===== config.mk =====
export PLATFORM = sky130hd
export DESIGN_NAME = edge_delay_sched
export DESIGN_NICKNAME = d
export VERILOG_FILES = /design/src/rtl/edge_delay_sched.sv
export SDC_FILE = /design/constraint.sdc
export NUM_CORES = 1
export LEC_CHECK = 0
export BUFFER_PORTS_ARGS = -buffer_cell sky130_fd_sc_hd__buf_4
export CELL_PAD_IN_SITES_DETAIL_PLACEMENT = 0
export CELL_PAD_IN_SITES_GLOBAL_PLACEMENT = 1
export CORE_ASPECT_RATIO = 1.1
export CORE_MARGIN = 8
export CORE_UTILIZATION = 48
export DETAILED_ROUTE_END_ITERATION = 10
export GPL_ROUTABILITY_DRIVEN = 0
export GPL_TIMING_DRIVEN = 0
export PLACE_DENSITY = 0.84
export SLEW_MARGIN = 20
export SYNTH_ARGS = -nofsm -noshare
export SYNTH_HDL_FRONTEND = slang
export SYNTH_SLANG_ARGS = --single-unit

===== constraint.sdc =====
create_clock -name clk -period 3.5 [get_ports clk]
set_input_delay 0.35 -clock clk [delete_from_list [all_inputs] [get_ports clk]]
set_output_delay 0.35 -clock clk [all_outputs]
set_load 0.05 [all_outputs]

===== src/rtl/edge_delay_sched.sv =====
// Clocked a-to-y path delay: level changes on a are queued with a due-time and
// replayed on y after a programmable number of cycles (transport or inertial).
module edge_delay_sched #(
    parameter int CNT_W         = 4,
    parameter int DEPTH         = 4,
    parameter int DEFAULT_DELAY = 2
) (
    input  logic                       clk,
    input  logic                       rst_n,
    input  logic                       cfg_we,
    input  logic [CNT_W-1:0]           cfg_delay,
    input  logic                       cfg_mode,
    input  logic                       a,
    output logic                       y,
    output logic                       busy,
    output logic [$clog2(DEPTH):0]     pending,
    output logic                       overflow
);
    localparam int PTR_W = $clog2(DEPTH);
    localparam int TS_W  = CNT_W + 1;

    typedef logic [PTR_W-1:0] ptr_t;
    typedef logic [PTR_W:0]   cnt_t;
    typedef logic [TS_W-1:0]  ts_t;
    typedef logic [CNT_W-1:0] dly_t;

    localparam ptr_t PTR_ONE  = ptr_t'(1);
    localparam cnt_t CNT_ONE  = cnt_t'(1);
    localparam cnt_t CNT_FULL = cnt_t'(DEPTH);
    localparam ts_t  TS_ONE   = ts_t'(1);
    localparam dly_t DLY_ONE  = dly_t'(1);
    localparam dly_t DLY_RST  = dly_t'(DEFAULT_DELAY);

    // Queue storage; entries only become visible through count_reg, so no reset.
    logic level_mem [DEPTH];
    ts_t  due_mem   [DEPTH];

    ptr_t head_ptr_reg, head_ptr_next;
    ptr_t tail_ptr_reg, tail_ptr_next;
    cnt_t count_reg, count_next;
    ts_t  ts_reg;
    dly_t delay_reg;
    logic mode_reg;
    logic a_ref_reg;
    logic y_reg;
    logic overflow_reg;

    logic edge_det, empty, full, pop, tail_popped;
    logic push, cancel, drop, cfg_accept;
    ts_t  due_new;

    always_comb begin
        edge_det    = (a != a_ref_reg);
        empty       = (count_reg == '0);
        full        = (count_reg == CNT_FULL);
        pop         = !empty && (due_mem[head_ptr_reg] == ts_reg);
        tail_popped = pop && (count_reg == CNT_ONE);
        due_new     = ts_reg + {1'b0, delay_reg};
        cfg_accept  = cfg_we && empty && !edge_det;

        push   = 1'b0;
        cancel = 1'b0;
        drop   = 1'b0;
        if (edge_det) begin
            // Inertial: a new edge while the previous one is still in flight
            // means the pulse was too short, so both edges vanish.
            if (mode_reg && !empty && !tail_popped) begin
                cancel = 1'b1;
            end else if (!full || pop) begin
                push = 1'b1;
            end else begin
                drop = 1'b1;
            end
        end

        count_next    = count_reg;
        head_ptr_next = head_ptr_reg;
        tail_ptr_next = tail_ptr_reg;
        if (push) begin
            count_next    = count_next + CNT_ONE;
            tail_ptr_next = tail_ptr_next + PTR_ONE;
        end
        if (pop) begin
            count_next    = count_next - CNT_ONE;
            head_ptr_next = head_ptr_next + PTR_ONE;
        end
        if (cancel) begin
            count_next    = count_next - CNT_ONE;
            tail_ptr_next = tail_ptr_next - PTR_ONE;
        end
    end

    always_ff @(posedge clk) begin
        if (push) begin
            level_mem[tail_ptr_reg] <= a;
            due_mem[tail_ptr_reg]   <= due_new;
        end
    end

    always_ff @(posedge clk) begin
        if (!rst_n) begin
            head_ptr_reg <= '0;
            tail_ptr_reg <= '0;
            count_reg    <= '0;
            ts_reg       <= '0;
            delay_reg    <= DLY_RST;
            mode_reg     <= 1'b0;
            a_ref_reg    <= 1'b0;
            y_reg        <= 1'b0;
            overflow_reg <= 1'b0;
        end else begin
            head_ptr_reg <= head_ptr_next;
            tail_ptr_reg <= tail_ptr_next;
            count_reg    <= count_next;
            ts_reg       <= ts_reg + TS_ONE;
            a_ref_reg    <= a;
            if (pop) begin
                y_reg <= level_mem[head_ptr_reg];
            end
            if (drop) begin
                overflow_reg <= 1'b1;
            end else if (cfg_accept) begin
                overflow_reg <= 1'b0;
            end
            if (cfg_accept) begin
                delay_reg <= (cfg_delay == '0) ? DLY_ONE : cfg_delay;
                mode_reg  <= cfg_mode;
            end
        end
    end

    assign y        = y_reg;
    assign busy     = (count_reg != '0);
    assign pending  = count_reg;
    assign overflow = overflow_reg;
endmodule


==> impl_results.md, run 1 <==
* FF+latch count, synth at 46
* Global Route Usage Sum at 13.0%
* Detailed-route DRC error count at 0
* Global-route met2 utilization at 22.3%
* Ant. Diodes at 0
* Outcome: finished, final reports clean
* Layout cells sized above 1 at 17.1%
* Routed len/inst at 15.4 um
* CP Class: reg -> reg
* Num CTS Buffers at 5
* Unique cell type count in the Yosys netlist at 41
* Setup_tns at 0 ns
* Met3 usage at 2.64%
* Hold path cells at 3
* RR Endpoint: pending[1]
* Buffers on Ports at 14
* Max Cap Viol at 0
* Hold_sp: cfg_mode
* DPL Wire Length at 3.15 mm
* Placement Cell Area at 2470 um^2
* Top achievable clock speed at 0.304 GHz
* Top cell family by delay on the critical path: compound AO/OA/AOI/OAI gates
* Setup Skew at 0.00681 ns
* Top Ports at 15
* Critical path cell sequence: buf_12, mux2i_2, xnor2_1, nor4_1, o2bb2a_2, buf_6, a211o_1, nand2_4, xnor2_2, ha_1, mux2_2, ha_1, nor2_1, a21oi_1, o22ai_1
* Area contributors post-synth: edfxtp_1 31%, dfxtp_1 19%, ha_1 7.6%, mux2i_1 6.5%, xnor2_1 5.3%
* Vias at 1,489
* Crit. End Element: flop
* Width of the die at 81.9 um
* Design area at 2650 um^2
* Static Leak at 1.01 nW
* VDD IR-drop max at 0.000470 V
* Register area share after synthesis at 50.6%
* Post-synth top area share at 31.4%
* Register area at 1160 um^2
* Worst endpoint required time at 3.72 ns
* Nets at 251
* RSZ-0062 raised after global routing: false
* Final global-route overflow total at 0
* # setup viols final at 0
* Startpoint Class: flop
* Initial DRC count at 109
* CTS sink count at 46
* Multi-input gate area at 1090 um^2
* PwrDens at 700 nW/um^2
* Hold endpoint: mode_reg
* Crit path DAT at 3.52 ns
* H-Tree Depth at 2
* Reg2reg path depth at 15
* Number of vias per cell at 5.24
* Worst slew pin tran at 0.513 ns
* WP buf/inv at 2
* Commonest non-fill, non-tap cell in the layout: edfxtp_1
* Fillers at 401
* Dpl ws at 0.0517 ns
* Final worst-path cycle share at 94.1%
* Most frequent cells in the layout: 24 x edfxtp_1, 21 x dfxtp_1, 18 x nor2_1
* Vias in the first global route at 1,477
* Cells after Synth at 204
* YS warnings at 0
* Critical path's largest stage delay at 0.35 ns
* First-pass GRT wire length at 7.21 mm
* Clock root buffer: clkbuf_8
* Fin. Hold Viols at 0
* Die H at 88.5 um
* Max Slew Vio Count at 0
* Die area at 7250 um^2
* CTS tree: done
* Syn_nets at 228
* Area Overhead vs Synth at 15.4%
* Largest net degree at the start of global routing at 16
* Starting Density at 49.7%
* Hold-fix buffers at CTS at 0
* Slowest CP cell: dfxtp_2
* Worst hold slack at 0.294 ns
* WL final at 4.38 mm
* Final WS setup at 0.206 ns
* Pre-antenna DRT Iters at 4
* Number of flip-flops in the largest register at 20
* Final ANT Viol Nets at 0
* Yosys top cell by area: edfxtp_1
* Top cell by count, worst path: ha_1
* Syn_area_per_cell at 11.2 um^2
* Worst-skew pair later-pin latency at 0.29 ns
* Max FO, Critical Path at 10
* Max_slew headroom at 65.8%
* Hold Path Class: in -> reg
* Mapped cell area at 2290 um^2
* Final min period at 3.29 ns
* Clk slew on worst S/H paths at 0.09 ns
* Initial antenna violation count at 0
* Global routing's busiest layer: met2
* Met1 Track Usage GR at 15.3%
* Reg2Reg Setup Slack at 0.21 ns
* CTS Buffer Depth at 2
* Core area at 4620 um^2
* FP Rows at 26
worst register-to-register path: cells and delay by family, from the launching register on:
kind,cells,cell delay (ns)
xor+xnor,2,0.23
buf+inv,2,0.30
simple gates,3,0.49
flops,1,0.35
compound gates,4,0.79
mux,2,0.51
fa+ha+maj,2,0.56
final cells by class:
| class | count | area share (%) |
|---|---|---|
| Buffer | 6 | 1.75 |
| Clock buffer | 5 | 2.60 |
| Clock inverter | 3 | 1.65 |
| Inverter | 11 | 1.56 |
| Multi-Input combinational cell | 141 | 41.4 |
| Sequential cell | 46 | 43.9 |
| Tap cell | 56 | 2.65 |
| Timing Repair Buffer | 16 | 4.54 |
cell usage after synthesis, drive strengths merged:
| library cell | number |
|---|---|
| xnor2 | 14 |
| fa | 1 |
| inv | 10 |
| buf | 2 |
| mux2 | 1 |
| nor2 | 19 |
| mux4 | 1 |
| nor3b | 1 |
| a211o | 1 |
| and2 | 6 |
| and4 | 1 |
| dfxtp | 22 |
| clkbuf | 4 |
| mux2i | 15 |
| nand3 | 5 |
| a31oi | 2 |
| a21o | 3 |
| edfxtp | 24 |
| nand2 | 12 |
| o22ai | 1 |
| ha | 14 |
| nor3 | 7 |
| o211ai | 1 |
| o21a | 2 |
| nor4 | 3 |
| xor2 | 10 |
| nor2b | 1 |
| a211oi | 2 |
| nand4 | 1 |
| nand2b | 2 |
| o21ai | 5 |
| a21oi | 7 |
| and3 | 1 |
| clkinv | 1 |
| o2bb2a | 1 |
| nand4b | 1 |
repair_timing:
| item | CTS | global route |
|---|---|---|
| buffers inserted | 0 | 2 |
| endpoints found under the setup margin | 0 | 2 |
| resized for setup | 0 | 11 |
logic make-up (layout without fill, tap and decap cells):
group,Yosys count,after routing,share of synthesized area [%]
simple gates,60,60,13.0
fa+ha+maj,15,15,8.51
mux,17,17,8.01
buf+inv,17,41,3.43
flops,46,46,50.6
compound gates,25,25,7.25
xor+xnor,24,24,9.16
where the power goes:
| group | switching (mW) | total (mW) | internal [mW] |
|---|---|---|---|
| logic | 0.422 | 0.707 | 0.286 |
| clock network | 0.181 | 0.395 | 0.214 |
| registers | 0.0629 | 0.751 | 0.688 |
worst max-delay path by stage:
stage,slack [ns],cells past startpoint,end,start
global placement,0.07,15,pending[1],flop
finish,0.21,15,pending[1],flop
CTS,0.02,15,pending[1],flop
global route,0.001,15,pending[1],flop
detailed placement,0.05,15,pending[1],flop
floorplan,0.28,13,pending[1],pending[0]
through the flow:
| stage | utilization [%] | power [mW] | std cells |
|---|---|---|---|
| 2_1_floorplan | - | 1.26 | 204 |
| 5_1_grt | 57.3 | 1.98 | 284 |
| 3_3_place_gp | 53.5 | 1.42 | 274 |
| 6_report | 57.3 | 1.85 | 284 |
| 3_5_place_dp | 53.5 | 1.42 | 274 |
| 4_1_cts | 55.9 | 1.82 | 282 |
per-layer routing:
metal,up-vias,wire [um]
met3,2,104
met4,0,33
li1,759,-
met5,-,0
met2,19,2300
met1,709,1950
No activity file was read; power rests on OpenSTA's default activity.
==> run 2: changes to the inputs <==
- CAP_MARGIN: unset -> 10
- CELL_PAD_IN_SITES_DETAIL_PLACEMENT: 0 -> unset
- CELL_PAD_IN_SITES_GLOBAL_PLACEMENT: 1 -> unset
- CORE_UTILIZATION: 48 -> 59
==> run 2 against run 1 <==
Net effect:
- clock-buffer cell count unchanged
- via count increased by 1.7%
- first-iteration DRC count fell by 59%
- total power increased by 3.2%
- sequential share of layout area is 0.36 points lower
- maximum frequency shrank 2.1%
==> impl_results.md, run 2 (synthesized netlist as in run 1, its figures left out) <==
* Outcome: finished, final reports clean
* Clk slew on worst S/H paths at 0.08 ns
* Max Slew Vio Count at 0
* Fin. Hold Viols at 0
* Area Overhead vs Synth at 16.2%
* Initial antenna violation count at 0
* # setup viols final at 0
* Max Cap Viol at 0
* Startpoint Class: flop
* CTS sink count at 46
* Ant. Diodes at 0
* Most frequent cells in the layout: 24 x edfxtp_1, 22 x dfxtp_1, 18 x nor2_1
* Die area at 6140 um^2
* Combinational share of power at 36.8%
* Global Route Usage Sum at 14.8%
* RSZ-0062 raised after global routing: false
* Vias in the first global route at 1,502
* Number of flip-flops in the largest register at 20
* Final ANT Viol Nets at 0
* Placement Cell Area at 2460 um^2
* Num CTS Buffers at 5
* Setup_tns at 0 ns
* CP Class: reg -> reg
* Design area at 2670 um^2
* FP Rows at 23
* Final min period at 3.37 ns
* Nets at 253
* Worst-skew pair later-pin latency at 0.30 ns
* Hold Path Class: in -> reg
* Commonest non-fill, non-tap cell in the layout: edfxtp_1
* Width of the die at 75.5 um
* Die H at 81.4 um
* H-Tree Depth at 2
* First-pass GRT wire length at 6.87 mm
* Number of vias per cell at 5.41
* Static Leak at 1.03 nW
* Final worst-path cycle share at 96.1%
* Layout cells sized above 1 at 16.5%
* Final global-route overflow total at 0
* Top Ports at 15
* Core area at 3680 um^2
* VDD IR-drop max at 0.000489 V
* Routed len/inst at 14.8 um
* P_int at 1.25 mW
* Clock group share of total power at 24.1%
* CTS tree: done
* Starting Density at 62.3%
* PwrDens at 717 nW/um^2
* Max FO, Critical Path at 10
* Fillers at 272
* WL final at 4.16 mm
* Max_slew headroom at 65.0%
* Detailed-route DRC error count at 0
* Worst slew pin tran at 0.525 ns
* Buffers on Ports at 14
* Worst hold slack at 0.293 ns
* Setup Skew at 0.00519 ns
* Top achievable clock speed at 0.297 GHz
* Crit path DAT at 3.59 ns
* Net switching power figure at 0.659 mW
* Largest net degree at the start of global routing at 16
* Switching Share at 34.4%
* Initial DRC count at 45
* Clock root buffer: clkbuf_8
* DPL Wire Length at 2.93 mm
* Sequential power share at 39.1%
* Pre-antenna DRT Iters at 4
* CTS Buffer Depth at 2
* Crit. End Element: flop
* Vias at 1,514
* Worst endpoint required time at 3.73 ns
[run 2: path summary, 6_finish.rpt]
path	start	end	slack [ns]	cells after the start
hold reg to reg	overflow	overflow	0.51	2
setup reg to reg	flop	pending[1]	0.13	16
hold / removal	a	level_mem[1]	0.29	1
setup / recovery	flop	pending[1]	0.13	16
[run 2: layout make-up]
class,count,area (um^2),area share (%)
clock inverter,3,68.8,2.58
tap,50,62.6,2.35
buffer,6,37.5,1.41
inverter,11,41.3,1.55
sequential,46,1160,43.5
timing repair buffer,18,148,5.54
clock buffer,5,68.8,2.58
multi-input combinational,141,1080,40.5
[run 2: stage by stage]
stage	utilization, %	std cells	worst slack, ns	power [mW]
after global placement	66.8	268	0.0935	1.40
after global routing	72.4	280	0.00481	2.03
final	72.4	280	0.135	1.91
after floorplan	-	204	0.284	1.26
after detailed placement	66.8	268	0.0550	1.42
after CTS	70.6	276	0.0312	1.88
[run 2: power groups by stage]
stage / sequential [mW] / combinational [mW] / clock, mW
2_1_floorplan: 0.785 / 0.472 / 0
5_1_grt: 0.759 / 0.788 / 0.485
4_1_cts: 0.743 / 0.670 / 0.465
3_3_place_gp: 0.751 / 0.653 / 0
3_5_place_dp: 0.755 / 0.664 / 0
6_report: 0.748 / 0.704 / 0.461
[run 2: routing by layer]
layer,vias to the layer above,track usage [%],wire [um]
li1,765,-,-
met1,712,16.8,1820
met2,31,25.2,2150
met3,6,3.78,118
met4,0,7.12,70
met5,-,0,0
[run 2: what timing repair did]
action / in CTS / in global routing
endpoints found under the setup margin: 0 / 2
buffers inserted: 0 / 4
hold buffers: 0 / 0
resized for setup: 0 / 5
[run 2: critical path, cell delays in order, from the launching register on]
cell and delay, ns:
dfxtp_1 0.33, buf_6 0.16, buf_12 0.12, mux2i_1 0.20, xnor2_1 0.10, nor4_1 0.25
o2bb2a_2 0.28, buf_6 0.15, a211o_1 0.31, nand2_4 0.11, xnor2_2 0.08, ha_1 0.33
mux2_2 0.27, ha_1 0.29, nor2_1 0.11, a21oi_1 0.05, o22ai_1 0.16
